--- src/rtl/fifo_axis_out.sv ---
// rtl/fifo_axis_out.sv - packet-framing FIFO drain to an AXI4-Stream master
//
// Pops a header entry (beat count in fifo_data[LEN_WIDTH-1:0]) from a
// fall-through FIFO, then forwards that many data entries as AXI4-Stream
// beats, marking the final beat with axis_tlast. A 2-entry output buffer
// keeps axis_tready off the combinational path to fifo_pop.
//
// Ports:
//   clk, rst_n           clock, asynchronous active-low reset
//   fifo_valid/data/pop  fall-through FIFO head and pop strobe
//   axis_tvalid/tdata/tlast/tready  AXI4-Stream master
//   busy                 mid-packet or output buffer holding beats
//   len_err              sticky: a zero-length header was discarded
//   pkt_cnt              (FIFO_AXIS_OUT_PKT_CNT_EN only) completed packets
//
// Optional feature macro: FIFO_AXIS_OUT_PKT_CNT_EN

module fifo_axis_out #(
    parameter int WIDTH     = 32,
    parameter int LEN_WIDTH = 16
) (
    input  logic             clk,
    input  logic             rst_n,
    input  logic             fifo_valid,
    input  logic [WIDTH-1:0] fifo_data,
    output logic             fifo_pop,
    output logic             axis_tvalid,
    output logic [WIDTH-1:0] axis_tdata,
    output logic             axis_tlast,
    input  logic             axis_tready,
    output logic             busy,
    output logic             len_err
`ifdef FIFO_AXIS_OUT_PKT_CNT_EN
    ,
    output logic [31:0]      pkt_cnt
`endif
);

    typedef enum logic {S_HDR, S_DATA} state_t;

    localparam logic [LEN_WIDTH-1:0] LEN_ONE = LEN_WIDTH'(1);

    state_t               state_q, state_d;
    logic [LEN_WIDTH-1:0] remain_q, remain_d;
    logic [WIDTH-1:0]     buf0_data_q, buf0_data_d;
    logic [WIDTH-1:0]     buf1_data_q, buf1_data_d;
    logic                 buf0_last_q, buf0_last_d;
    logic                 buf1_last_q, buf1_last_d;
    logic [1:0]           buf_cnt_q, buf_cnt_d;
    logic                 len_err_q, len_err_d;
    logic [LEN_WIDTH-1:0] hdr_len;
    logic                 push;
    logic                 push_last;
    logic                 xfer;
`ifdef FIFO_AXIS_OUT_PKT_CNT_EN
    logic [31:0]          pkt_cnt_q, pkt_cnt_d;
`endif

    assign hdr_len = fifo_data[LEN_WIDTH-1:0];

    always_comb begin
        state_d     = state_q;
        remain_d    = remain_q;
        buf0_data_d = buf0_data_q;
        buf1_data_d = buf1_data_q;
        buf0_last_d = buf0_last_q;
        buf1_last_d = buf1_last_q;
        buf_cnt_d   = buf_cnt_q;
        len_err_d   = len_err_q;
        fifo_pop    = 1'b0;
        push        = 1'b0;
        push_last   = (remain_q == LEN_ONE);
        xfer        = (buf_cnt_q != 2'd0) && axis_tready;

        case (state_q)
            S_HDR: begin
                // Header pop never waits for buffer space; it is not forwarded.
                if (fifo_valid) begin
                    fifo_pop = 1'b1;
                    if (hdr_len == '0) begin
                        len_err_d = 1'b1;
                    end else begin
                        remain_d = hdr_len;
                        state_d  = S_DATA;
                    end
                end
            end
            S_DATA: begin
                // Only the registered count gates the pop, so tready never
                // reaches fifo_pop combinationally.
                if (fifo_valid && (buf_cnt_q < 2'd2)) begin
                    fifo_pop = 1'b1;
                    push     = 1'b1;
                    if (remain_q != '0) begin
                        remain_d = remain_q - LEN_ONE;
                    end
                    if (push_last) begin
                        state_d = S_HDR;
                    end
                end
            end
            default: state_d = S_HDR;
        endcase

        // Entry 0 is always the head; a transfer shifts entry 1 forward.
        case ({push, xfer})
            2'b10: begin
                if (buf_cnt_q == 2'd0) begin
                    buf0_data_d = fifo_data;
                    buf0_last_d = push_last;
                end else begin
                    buf1_data_d = fifo_data;
                    buf1_last_d = push_last;
                end
                buf_cnt_d = buf_cnt_q + 2'd1;
            end
            2'b01: begin
                buf0_data_d = buf1_data_q;
                buf0_last_d = buf1_last_q;
                buf_cnt_d   = buf_cnt_q - 2'd1;
            end
            2'b11: begin
                if (buf_cnt_q == 2'd1) begin
                    buf0_data_d = fifo_data;
                    buf0_last_d = push_last;
                end else begin
                    buf0_data_d = buf1_data_q;
                    buf0_last_d = buf1_last_q;
                    buf1_data_d = fifo_data;
                    buf1_last_d = push_last;
                end
            end
            default: ;
        endcase

        // The upstream FIFO is not reset with us, so never pop during reset.
        if (!rst_n) begin
            fifo_pop = 1'b0;
        end
    end

`ifdef FIFO_AXIS_OUT_PKT_CNT_EN
    always_comb begin
        pkt_cnt_d = pkt_cnt_q;
        if (xfer && buf0_last_q) begin
            pkt_cnt_d = pkt_cnt_q + 32'd1;
        end
    end
`endif

    always_ff @(posedge clk or negedge rst_n) begin
        if (!rst_n) begin
            state_q     <= S_HDR;
            remain_q    <= '0;
            buf0_data_q <= '0;
            buf1_data_q <= '0;
            buf0_last_q <= 1'b0;
            buf1_last_q <= 1'b0;
            buf_cnt_q   <= 2'd0;
            len_err_q   <= 1'b0;
`ifdef FIFO_AXIS_OUT_PKT_CNT_EN
            pkt_cnt_q   <= 32'd0;
`endif
        end else begin
            state_q     <= state_d;
            remain_q    <= remain_d;
            buf0_data_q <= buf0_data_d;
            buf1_data_q <= buf1_data_d;
            buf0_last_q <= buf0_last_d;
            buf1_last_q <= buf1_last_d;
            buf_cnt_q   <= buf_cnt_d;
            len_err_q   <= len_err_d;
`ifdef FIFO_AXIS_OUT_PKT_CNT_EN
            pkt_cnt_q   <= pkt_cnt_d;
`endif
        end
    end

    assign axis_tvalid = (buf_cnt_q != 2'd0);
    assign axis_tdata  = buf0_data_q;
    assign axis_tlast  = buf0_last_q;
    assign busy        = (state_q == S_DATA) || (buf_cnt_q != 2'd0);
    assign len_err     = len_err_q;
`ifdef FIFO_AXIS_OUT_PKT_CNT_EN
    assign pkt_cnt     = pkt_cnt_q;
`endif

endmodule

--- config.mk ---
export PLATFORM = sky130hd
export DESIGN_NAME = fifo_axis_out
export DESIGN_NICKNAME = d
export VERILOG_FILES = /design/src/rtl/fifo_axis_out.sv
export SDC_FILE = /design/constraint.sdc
export NUM_CORES = 1
export LEC_CHECK = 0
export ABC_CLOCK_PERIOD_IN_PS = 2600
export BUFFER_PORTS_ARGS = -buffer_cell sky130_fd_sc_hd__buf_4
export CORE_AREA = 2 2 111 113
export CTS_CLUSTER_DIAMETER = 50
export DETAILED_ROUTE_END_ITERATION = 8
export DIE_AREA = 0 0 113 115
export PLACE_DENSITY_LB_ADDON = 0.2
export SLEW_MARGIN = 20
export SYNTH_ARGS = -nofsm -noshare
export SYNTH_HDL_FRONTEND = slang
export SYNTH_SLANG_ARGS = --single-unit
--- constraint.sdc ---
create_clock -name clk -period 2.6 [get_ports clk]
set_input_delay 0.13 -clock clk [delete_from_list [all_inputs] [get_ports clk]]
set_output_delay 0.13 -clock clk [all_outputs]
set_load 0.02 [all_outputs]
; Word-level counts from Yosys, hierarchy flattened
; Cells that the tools add are included.
[totals]
register_bits = 86
input_bits = 36
out_inout_bits = 37
elab_cells = 67
[classes]
addsub = 3
n_lt_le_gt_ge = 1
n_eq_ne = 12
n_mux = 28
n_bitwise = 1
reduce_logical = 14
[op_table]
columns = operator, count
row1 = 32-bit two-way mux, 4
row2 = 32-bit one-hot mux with 3 select lines, 1
row3 = 16-bit two-way mux, 4
row4 = 32-bit one-hot mux with 2 select lines, 1
row5 = 16-bit one-hot mux with 2 select lines, 1
row6 = "16-bit by 1-bit == test with 1-bit output, second input constant", 1
row7 = 16-bit logical NOT, 1
row8 = 16-bit nonzero test, 1
row9 = "16-bit by 1-bit subtractor with 16-bit output, second input constant", 1
row10 = 1-bit two-way mux, 12
row11 = "2-bit inequality test, second input constant", 5
row12 = 1-bit one-hot mux with 2 select lines, 3
row13 = 3-bit AND reduction, 2
row14 = 2-bit nonzero test, 3
row15 = "2-bit by 1-bit == test with 1-bit output, second input constant", 2
row16 = "2-bit == test, second input constant", 2
row17 = "2-bit by 1-bit inequality test with 1-bit output, second input constant", 2
row18 = 2-bit one-hot mux with 2 select lines, 1
row19 = 4-bit AND reduction, 1
row20 = 1-bit one-hot mux with 3 select lines, 1
row21 = 3-bit nonzero test, 1
row22 = "2-bit by 1-bit adder with 2-bit output, second input constant", 1
row23 = 1-bit logical AND, 2
row24 = 2-bit logical NOT, 1
row25 = 5 further kinds, 5

; Logic depth before layout (Yosys ltp)
; Gate-level depths: netlist (run 1).
[logic_depth]
ltp_word = 7
ltp_mapped = 11
ltp_nobuf = 10

; Least setup slack after synthesis (run 1)
; No wires, ideal clock.
[synth_timing]
path_type = reg-to-reg
startpoint = register buf_cnt_q[1]
endpoint = register buf1_data_q[10]
setup_ps = 125
t_arrival_ps = 2323
setup_slack_ps = 152
stages_incl_launch_ff = 10
path_buffers = 2
synth_period_minus_slack_ps = 2448
cell_sequence = dfrtp_1 > inv_1 > nand3_1 > inv_1 > clkbuf_1 > ha_1 > nand2_1 > o211ai_1 > clkbuf_1 > mux2_2
[synth_between]
elab_chain_len = 7
word_cells_on_any_way = 15
[synth_lines]
columns = item, line
row1 = "start, declared", 49  ; logic [1:0] buf_cnt_q, buf_cnt_d;
row2 = "start signal, assigned", 171  ; buf_cnt_q <= buf_cnt_d;
row3 = 2-bit less-than comparator, 91  ; if (fifo_valid && (buf_cnt_q < 2'd2)) begin
row4 = 1-bit logical AND, 91
row5 = 1-bit two-way mux, 91
row6 = 1-bit two-way mux, 75  ; case (state_q)
row7 = 2-bit == test, 106  ; case ({push, xfer})
row8 = 2-bit inequality test (no line) / 2-bit nonzero test (equally long branches), -
row9 = 3-bit AND reduction (no line), -
row10 = "end signal, assigned", 168  ; buf1_data_q <= buf1_data_d;
row11 = "end, declared", 46  ; logic [WIDTH-1:0] buf1_data_q, buf1_data_d;
; Parallel ways exist; a longest one is shown, timed or not.
; A chain may end at the register's enable or synchronous reset.

; Final worst setup path (run 1)
[layout_timing]
startpoint = register remain_q[0]
endpoint = register remain_q[14]
[layout_between]
elab_chain_len = 4
word_cells_on_any_way = 7
[layout_lines]
columns = item, line
row1 = "start, declared", 44  ; logic [LEN_WIDTH-1:0] remain_q, remain_d;
row2 = "start signal, assigned", 166  ; remain_q <= remain_d;
row3 = 16-bit by 1-bit subtractor with 16-bit output, 95  ; remain_d = remain_q - LEN_ONE;
row4 = 16-bit two-way mux, 94  ; if (remain_q != '0) begin
row5 = 16-bit two-way mux, 91
row6 = 16-bit one-hot mux with 2 select lines, 75
; Parallel ways exist; a longest one is shown, timed or not. The select of a mux whose other input is x is not followed.

==> metrics, run 1 <==
port buffer count=72; DR pass1 iterations=6; CTS Buf Count=9; I/O pins=73; worst path arrival time=2.54 ns; DRT iter0 DRCs=209; f_max=430 MHz; Synth warnings=0; RSZ-0062 raised after global routing=no; Synthesized Nets=423; largest net degree at the start of global routing=67; share of flip-flops with an asynchronous set or reset=100%; dpl ws=-0.0642 ns; Clock Skew=0.00575 ns; R2R Setup Slk=0.27 ns; outcome=finished with violations; Post-Syn Instances=380; Post-synth EDFFs=0; Slowest cell on crit path=or4b_1; grt ovf=0; WHS=0.0356 ns; post-route setup slack=0.272 ns; PD cells=1240 mW/mm^2; Final #Nets=502; hpwl dp=6850 um; clk buf depth=2; Netlist Area Pre-Place=0.00402 mm^2; Max Cap Violations=0; Max stage delay on crit path=0.56 ns; final setup fails=0; r2r startpoint=remain_q[0]; vias in the first global route=3138; Worst EP required=2.81 ns; Hold Path Class=primary input to register; library cells used by synthesis=42; CTS tree=done; Worst setup startpoint=remain_q[0]; Peak supply drop=0.000358 V; final hold viol count=0; routed via count=3170; syn_area_per_cell=10.6 um^2; critical path type=register to register; final wirelength=9970 um; DRC=7; CTS root buf=clkbuf_16; post-synthesis sequential area ratio=53.6%; Synth Flop Type=dfrtp_1; die width=113 um; Max Slew Vio Count=0; clk sinks=86; antenna diode count=0; WL/cell=16.3 um; Seq cells post-synth=86; Syn-to-layout area delta=27.1%; layout cells sized above 1=31.5%; crit-path cells=inv_1 -> ha_1 -> or4b_1 -> or3_1 -> o311a_1 -> a31oi_1 -> nand3_1; number of fill cells in the layout=1159; core box area=0.0118 mm^2; crit path max fanout=4; Startpoint Class=register; Site Rows=40; RePlAce Congestion=0.830; Die Ht=115 um; initial antenna violation count=0; Starting Density=34.0%; worst hold start=fifo_data[28]; Vias/cell=5.19; actual transition at the worst max-transition pin=0.739 ns; CTS clk-pin slew, worst paths=0.07 ns; violated checks=design-rule violations; Tmin final=2.33 ns; Total GRT Usage=16.0%; post-route ant nets=0; final period utilization=89.5%; worst skew pair latency=0.33 ns; number of H-tree levels=3; number of buffers added for setup after CTS=0; Worst slew margin=50.7%; first-pass GRT wire length=16500 um; leakage=2.23 nW; die area=0.0130 mm^2; endpoint class of the critical path=register
## through the flow
| stage | instance area (um^2) | TNS (ns) | instances | power, mW | utilization [%] |
|---|---|---|---|---|---|
| floorplan | 4020 | 0 | 380 | 4.16 | - |
| global placement | 4820 | 0 | 594 | 5.12 | 40.8 |
| detailed placement | 4820 | -0.499 | 594 | 5.20 | 40.8 |
| CTS | 5100 | 0 | 611 | 6.41 | 43.2 |
| global route | 5100 | 0 | 611 | 6.82 | 43.2 |
| finish | 5100 | 0 | 611 | 6.34 | 43.2 |
## cell usage after synthesis, types with 2 or more instances
library cell | number | area (um^2)
o31ai_1 | 2 | 15.0
nand3_1 | 6 | 30.0
nor3b_1 | 2 | 15.0
a21oi_1 | 13 | 65.1
inv_1 | 10 | 37.5
or4_1 | 3 | 22.5
a22oi_1 | 33 | 248
nand2_1 | 54 | 203
ha_1 | 7 | 87.6
nand4_1 | 5 | 31.3
nor4_1 | 6 | 37.5
nor3_1 | 9 | 45.0
dfrtp_1 | 86 | 2150
nor2_1 | 10 | 37.5
xnor2_1 | 2 | 17.5
o21bai_1 | 2 | 15.0
clkbuf_1 | 20 | 75.1
mux2i_1 | 2 | 20.0
mux2_2 | 36 | 405
o21ai_0 | 42 | 210
o22ai_1 | 9 | 56.3
## layer usage
| metal | vias to the layer above | routed length, um | part of all wire [%] | GRT usage, % |
|---|---|---|---|---|
| met5 | - | 0 | 0 | 0 |
| met2 | 50 | 4820 | 48 | 25.3 |
| met4 | 0 | 166 | 1.7 | 5.93 |
| li1 | 1549 | - | - | - |
| met3 | 11 | 338 | 3.4 | 3.27 |
| met1 | 1560 | 4640 | 47 | 21.9 |
## critical path: cells and delay by family (launching register included)
kind,cells,cell delay (ns)
AO/OA/AOI/OAI,2,0.48
adder cells (fa/ha/maj),1,0.20
buffers and inverters,1,0.10
flip-flops,1,0.40
AND/OR/NAND/NOR,3,1.03
## sequential cells by signal, summed over array words and instances (netlist names)
signal and flops:
axis_tdata 32, axis_tlast 1, buf1_data_q 32, buf1_last_q 1, buf_cnt_q 2, len_err 1, remain_q 16, state_q 1
## cell usage in the layout (no fill, tap or decap), types with 6 or more instances in the layout
master / n
dfrtp_1: 86
buf_4: 86
nand2_1: 54
o21ai_0: 42
mux2_2: 36
a22oi_1: 33
a21oi_1: 12
inv_1: 10
nor2_1: 9
nor3_1: 9
o22ai_1: 9
clkbuf_16: 9
ha_1: 7
nand3_1: 6
nor4_1: 6
## power by group
group	switching [mW]	internal, mW
combinational	1.54	1.30
clock	0.531	0.650
sequential	0.379	1.94
## final timing paths
kind                                   end  cells after the start
min reg2reg                 axis_tdata[18]                      2
min in group asynchronous          len_err                      2
max reg2reg                   remain_q[14]                      7
max in group asynchronous      remain_q[3]                      3
max                           remain_q[14]                      7
min                        buf1_data_q[28]                      2
## cell families after synthesis
| group | Yosys count | synth area share, % |
|---|---|---|
| multiplexers | 38 | 10.6 |
| AND/OR/NAND/NOR | 104 | 12.7 |
| AO/OA/AOI/OAI | 112 | 17.6 |
| adder cells (fa/ha/maj) | 7 | 2.18 |
| buffers and inverters | 31 | 2.93 |
| XOR/XNOR | 2 | 0.436 |
| flip-flops | 86 | 53.6 |
## timing repair
action	in CTS	in global routing
endpoints found under the setup margin	11	0
resized for setup	1	0
endpoints found under the hold margin	28	0
hold buffers	1	0
## cell type report
cell class | instances | area (um^2) | area share (%)
clock buffers | 11 | 233 | 4.56
flip-flops and latches | 86 | 2150 | 42.2
repair buffers | 89 | 696 | 13.6
multi-input cells | 263 | 1770 | 34.6
inverters | 10 | 37.5 | 0.735
clock inverters | 5 | 36.3 | 0.711
well taps | 147 | 184 | 3.60
(Power assumes the default switching activity.)
==> run 2: changes to the inputs <==
--- a/config.mk
+++ b/config.mk
@@ -5,7 +5,7 @@
 export SDC_FILE = /design/constraint.sdc
 export NUM_CORES = 1
 export LEC_CHECK = 0
-export ABC_CLOCK_PERIOD_IN_PS = 2600
+export ABC_CLOCK_PERIOD_IN_PS = 2300
 export BUFFER_PORTS_ARGS = -buffer_cell sky130_fd_sc_hd__buf_4
 export CORE_AREA = 2 2 111 113
 export CTS_CLUSTER_DIAMETER = 50
==> constraint.sdc (replaced) <==
create_clock -name clk -period 2.3 [get_ports clk]
set_input_delay 0.115 -clock clk [delete_from_list [all_inputs] [get_ports clk]]
set_output_delay 0.115 -clock clk [all_outputs]
set_load 0.02 [all_outputs]
==> metrics, run 2 (same netlist as run 1, synthesis figures left out) <==
outcome=finished with violations; violated checks=design-rule violations; Non-Filler Instances=618; final core occ=44.4%; routed via count=3261; antenna diode count=0; CTS tree=done; worst skew pair latency=0.34 ns; Clock Skew=0.00436 ns; PD cells=1410 mW/mm^2; Starting Density=34.0%; Hold Path Class=primary input to register; DR pass1 iterations=7; vias in the first global route=3236; placed cell count=600; worst path arrival time=2.44 ns; RePlAce Congestion=0.825; most frequent cells in the layout=90 x buf_4, 86 x dfrtp_1, 54 x nand2_1; Seq. cell area=0.00215 mm^2; endpoint class of the critical path=register; initial antenna violation count=0; actual transition at the worst max-transition pin=0.493 ns; port buffer count=72; Worst EP required=2.52 ns; clk buf depth=2; CTS clk-pin slew, worst paths=0.06 ns; clk sinks=86; hpwl dp=6730 um; number of H-tree levels=3; Setup TNS=0 ns; f_max=452 MHz; commonest non-fill, non-tap cell in the layout=buf_4; die area=0.0130 mm^2; largest net degree at the start of global routing=87; Peak supply drop=0.000551 V; critical path type=register to register; Max Slew Vio Count=0; crit path max fanout=4; final setup fails=0; Final #Nets=510; leakage=2.28 nW; Vias/cell=5.28; Tmin final=2.21 ns; post-route ant nets=0; DRT iter0 DRCs=203; Total GRT Usage=16.0%; grt ovf=0; final hold viol count=0; number of fill cells in the layout=1144; CTS root buf=clkbuf_16; layout cells sized above 1=34.0%; Max Cap Violations=0; die width=113 um; core box area=0.0118 mm^2; Syn-to-layout area delta=30.4%; Worst slew margin=67.1%; WL/cell=16.5 um; I/O pins=73; Site Rows=40; final wirelength=10200 um; Startpoint Class=register; DRC=8; CTS Buf Count=9; final period utilization=96.2%; first-pass GRT wire length=16500 um; multi-input logic area=0.00179 mm^2; Die Ht=115 um
[run 2: changes by cell type in the layout (fill, tap and decap cells not counted), sizes merged]
cell / delta
clkinv: -4
buf: +7
clkinvlp: +2
clkbuf: +2
[run 2: per-stage QoR]
| stage | power (mW) | hold slack (ns) | area (um^2) | setup slack, ns |
|---|---|---|---|---|
| after global placement | 5.84 | 0.232 | 4890 | 0.0994 |
| after floorplan | 4.71 | -0.181 | 4020 | 0.0120 |
| final | 7.38 | 0.0146 | 5240 | 0.0870 |
| after detailed placement | 5.93 | 0.230 | 4890 | -0.0205 |
| after global routing | 7.94 | 0.00833 | 5240 | -0.00320 |
| after CTS | 7.33 | 0.00335 | 5180 | 0.0374 |
[run 2: final timing paths]
check / to / slack [ns] / start / cells after the start
min in group asynchronous: axis_tdata[29] / 0.36 / rst_n / 3
min reg2reg: axis_tdata[20] / 0.48 / axis_tdata[20] / 2
max reg2reg: remain_q[14] / 0.09 / remain_q[1] / 7
max: remain_q[14] / 0.09 / remain_q[1] / 7
max in group asynchronous: remain_q[0] / 1.53 / rst_n / 3
min: buf1_data_q[21] / 0.01 / fifo_data[21] / 2
[run 2: report_power, final]
part | switching [mW] | internal, mW | leakage (nW)
clock | 0.584 | 0.783 | 0.131
combinational | 1.83 | 1.60 | 1.09
sequential | 0.384 | 2.20 | 1.06
total | 2.79 | 4.58 | 2.28
[run 2: area by class of cell]
type,instances,share of cell area [%]
timing repair buffer,97,15.2
inverter,10,0.717
tap,147,3.51
sequential,86,41.1
clock inverter,3,0.382
multi-input combinational,263,34.2
clock buffer,12,4.90
[run 2: repair_timing]
item | CTS | global route
cloned | 0 | 1
hold endpoints to repair | 86 | 0
pin swaps | 0 | 2
setup endpoints to repair | 1 | 58
hold buffers | 1 | 0
setup buffers | 0 | 1
gates resized for setup | 1 | 10
[run 2: critical path: stages (launching register included)]
cell and delay [ns]:
dfrtp_1 0.38, inv_1 0.15, ha_4 0.18, or4b_4 0.51
or3_4 0.36, o311a_1 0.29, a31oi_1 0.14, nand3_1 0.09
[run 2: layer usage]
metal	vias to the layer above	wire (um)	GRT usage [%]
li1	1573	-	-
met1	1592	4780	21.9
met2	84	4670	24.6
met3	12	636	5.11
met4	0	131	4.39
met5	-	0	0
==> run 3: changes to the inputs <==
--- a/config.mk
+++ b/config.mk
@@ -5,12 +5,13 @@
 export SDC_FILE = /design/constraint.sdc
 export NUM_CORES = 1
 export LEC_CHECK = 0
+export ABC_AREA = 1
 export ABC_CLOCK_PERIOD_IN_PS = 2300
 export BUFFER_PORTS_ARGS = -buffer_cell sky130_fd_sc_hd__buf_4
-export CORE_AREA = 2 2 111 113
+export CORE_AREA = 2 2 117 119
 export CTS_CLUSTER_DIAMETER = 50
 export DETAILED_ROUTE_END_ITERATION = 8
-export DIE_AREA = 0 0 113 115
+export DIE_AREA = 0 0 119 121
 export PLACE_DENSITY_LB_ADDON = 0.2
 export SLEW_MARGIN = 20
 export SYNTH_ARGS = -nofsm -noshare
==> metrics, run 3 <==
most frequent cells in the layout=134 x nand2_1, 86 x dfrtp_1, 78 x buf_4; first-pass GRT wire length=18000 um; Power Internal=4.84 mW; Comb power frac=45.2%; Hold Path Class=primary input to register; library cells used by synthesis=32; Reg2Reg Depth=9; hpwl dp=7490 um; Tmin final=2.15 ns; WL/cell=14.1 um; CTS clk-pin slew, worst paths=0.06 ns; area leader, netlist=dfrtp_1; Max stage delay on crit path=0.40 ns; Max Cap Violations=0; Crit. path cell count=9; final setup fails=0; Setup TNS=0 ns; RePlAce Congestion=0.854; number of H-tree levels=3; Crit path max-delay family=buffers and inverters; worst skew pair latency=0.33 ns; final wirelength=11000 um; Psw=3.23 mW; CTS Buf Count=9; layout cells sized above 1=25.6%; leakage=2.59 nW; crit-path cells=inv_1 -> ha_1 -> inv_2 -> nand2_2 -> inv_2 -> ha_1 -> o211ai_1 -> clkbuf_16 -> mux2_2; critical path type=register to register; R2R Setup Slk=0.15 ns; Seq cells post-synth=86; count leader, synth=nand2_1; I/O pins=73; RSZ-0062 raised after global routing=no; initial antenna violation count=0; largest net degree at the start of global routing=87; Flop pwr share=34.2%; Startpoint Class=register; CTS root buf=clkbuf_16; DRC=0; Clk pwr share=20.6%; Die Ht=121 um; PD cells=1450 mW/mm^2; final hold viol count=0; top cells by area, synth=dfrtp_1 48%, nand2_1 11%, nand3_1 5.7%; share of flip-flops with an asynchronous set or reset=100%; DRT iter0 DRCs=279; Starting Density=34.4%; Worst R2R End=buf1_data_q[21]; clk buf depth=2; crit path max fanout=24; Site Rows=42; Worst Setup EP=buf1_data_q[21]; outcome=finished clean; syn_area_per_cell=8.46 um^2; post-synthesis sequential area ratio=47.8%; antenna diode count=0; routed via count=3693; Sw Ratio=40.0%; f_max=465 MHz; Worst EP required=2.52 ns; worst path arrival time=2.37 ns; Netlist Area Pre-Place=0.00450 mm^2; Final #Nets=643; commonest non-fill, non-tap cell in the layout=nand2_1; Buf/Inv on CP=4; port buffer count=72; Slowest cell on crit path=dfrtp_1; share of the synthesized area in the top cell type=47.8%; Peak supply drop=0.000397 V; die area=0.0144 mm^2; WHS=0.00923 ns; Syn-to-layout area delta=23.9%; clk sinks=86; core box area=0.0131 mm^2; vias in the first global route=3583; Max Slew Vio Count=0; final core occ=42.6%; die width=119 um; actual transition at the worst max-transition pin=0.462 ns; final period utilization=93.5%; final total power=8.07 mW; Clock Skew=0.00588 ns; Worst slew margin=69.2%; grt ovf=0; Worst setup startpoint=buf_cnt_q[1]; Synth warnings=0; endpoint class of the critical path=register; Post-Syn Instances=532; CTS tree=done; Synthesized Nets=575; Post-synth EDFFs=0; r2r startpoint=buf_cnt_q[1]; Synth top cells by count=134 x nand2_1, 86 x dfrtp_1, 67 x nor2_1; DR pass1 iterations=5; Vias/cell=4.73; post-route ant nets=0; Total GRT Usage=15.7%; Synth Flop Type=dfrtp_1
-- run 3: cell types whose count changed after synthesis, moves of 17 or more --
cell,delta
a31oi_1,+26
nand2_1,+80
nor2_1,+57
mux2_2,-19
a22oi_1,-33
o21ai_0,-17
inv_1,+27
nand3_1,+45
-- run 3: power by group through the flow --
stage          Combinational (mW)  Sequential [mW]  Clock, mW
4_1_cts                      3.65             2.76       1.70
3_3_place_gp                 3.56             2.76          0
6_report                     3.65             2.76       1.66
3_5_place_dp                 3.64             2.79          0
5_1_grt                      4.08             2.85       1.76
2_1_floorplan                2.26             3.04          0
-- run 3: kinds of logic (layout without fill, tap and decap cells) --
| kind of cell | Yosys count | count (layout) | synth area share (%) |
|---|---|---|---|
| AO/OA/AOI/OAI | 70 | 70 | 10.5 |
| XOR/XNOR | 3 | 3 | 0.584 |
| adder cells (fa/ha/maj) | 7 | 7 | 1.95 |
| buffers and inverters | 69 | 142 | 7.48 |
| flip-flops | 86 | 86 | 47.8 |
| multiplexers | 19 | 19 | 4.75 |
| AND/OR/NAND/NOR | 278 | 278 | 26.9 |
-- run 3: per-layer routing --
layer  track usage [%]  wire [um]  up-vias
met3              3.20        476        7
met2              25.8       5200       69
met5                 0          0        -
li1                  -          -     1880
met4              4.54        167        0
met1              21.2       5200     1737
-- run 3: repair_timing --
| action | in CTS | in global routing |
|---|---|---|
| setup endpoints to repair | 0 | 5 |
| hold endpoints to repair | 86 | 0 |
| resized for setup | 0 | 2 |
| buffers inserted | 0 | 1 |
| hold buffers | 1 | 0 |
-- run 3: area by class of cell --
cell class / instances / area (um^2)
Timing Repair Buffer: 84 / 692
Clock buffer: 11 / 233
Multi-Input combinational cell: 377 / 2010
Fill cell: 1307 / 7510
Tap cell: 176 / 220
Sequential cell: 86 / 2150
Clock inverter: 5 / 108
Inverter: 42 / 160
-- run 3: worst min path at each step --
| stage | cells after the start | endpoint | from | slack, ns |
|---|---|---|---|---|
| global placement | 2 | axis_tdata[29] | rst_n | 0.24 |
| floorplan | 0 | axis_tdata[0] | rst_n | -0.18 |
| CTS | 2 | buf1_data_q[30] | fifo_data[30] | 0.006 |
| global route | 2 | buf1_data_q[31] | fifo_data[31] | 0.01 |
| finish | 2 | buf1_data_q[31] | fifo_data[31] | 0.009 |
| detailed placement | 2 | axis_tdata[29] | rst_n | 0.24 |
-- run 3: through the flow --
step	cell area (um^2)	worst slack, ns	std cells
after floorplan	4510	0.0466	532
after global placement	5200	0.234	762
after detailed placement	5200	0.153	762
after CTS	5550	0.138	779
after global routing	5580	0.00320	781
final	5580	0.149	781
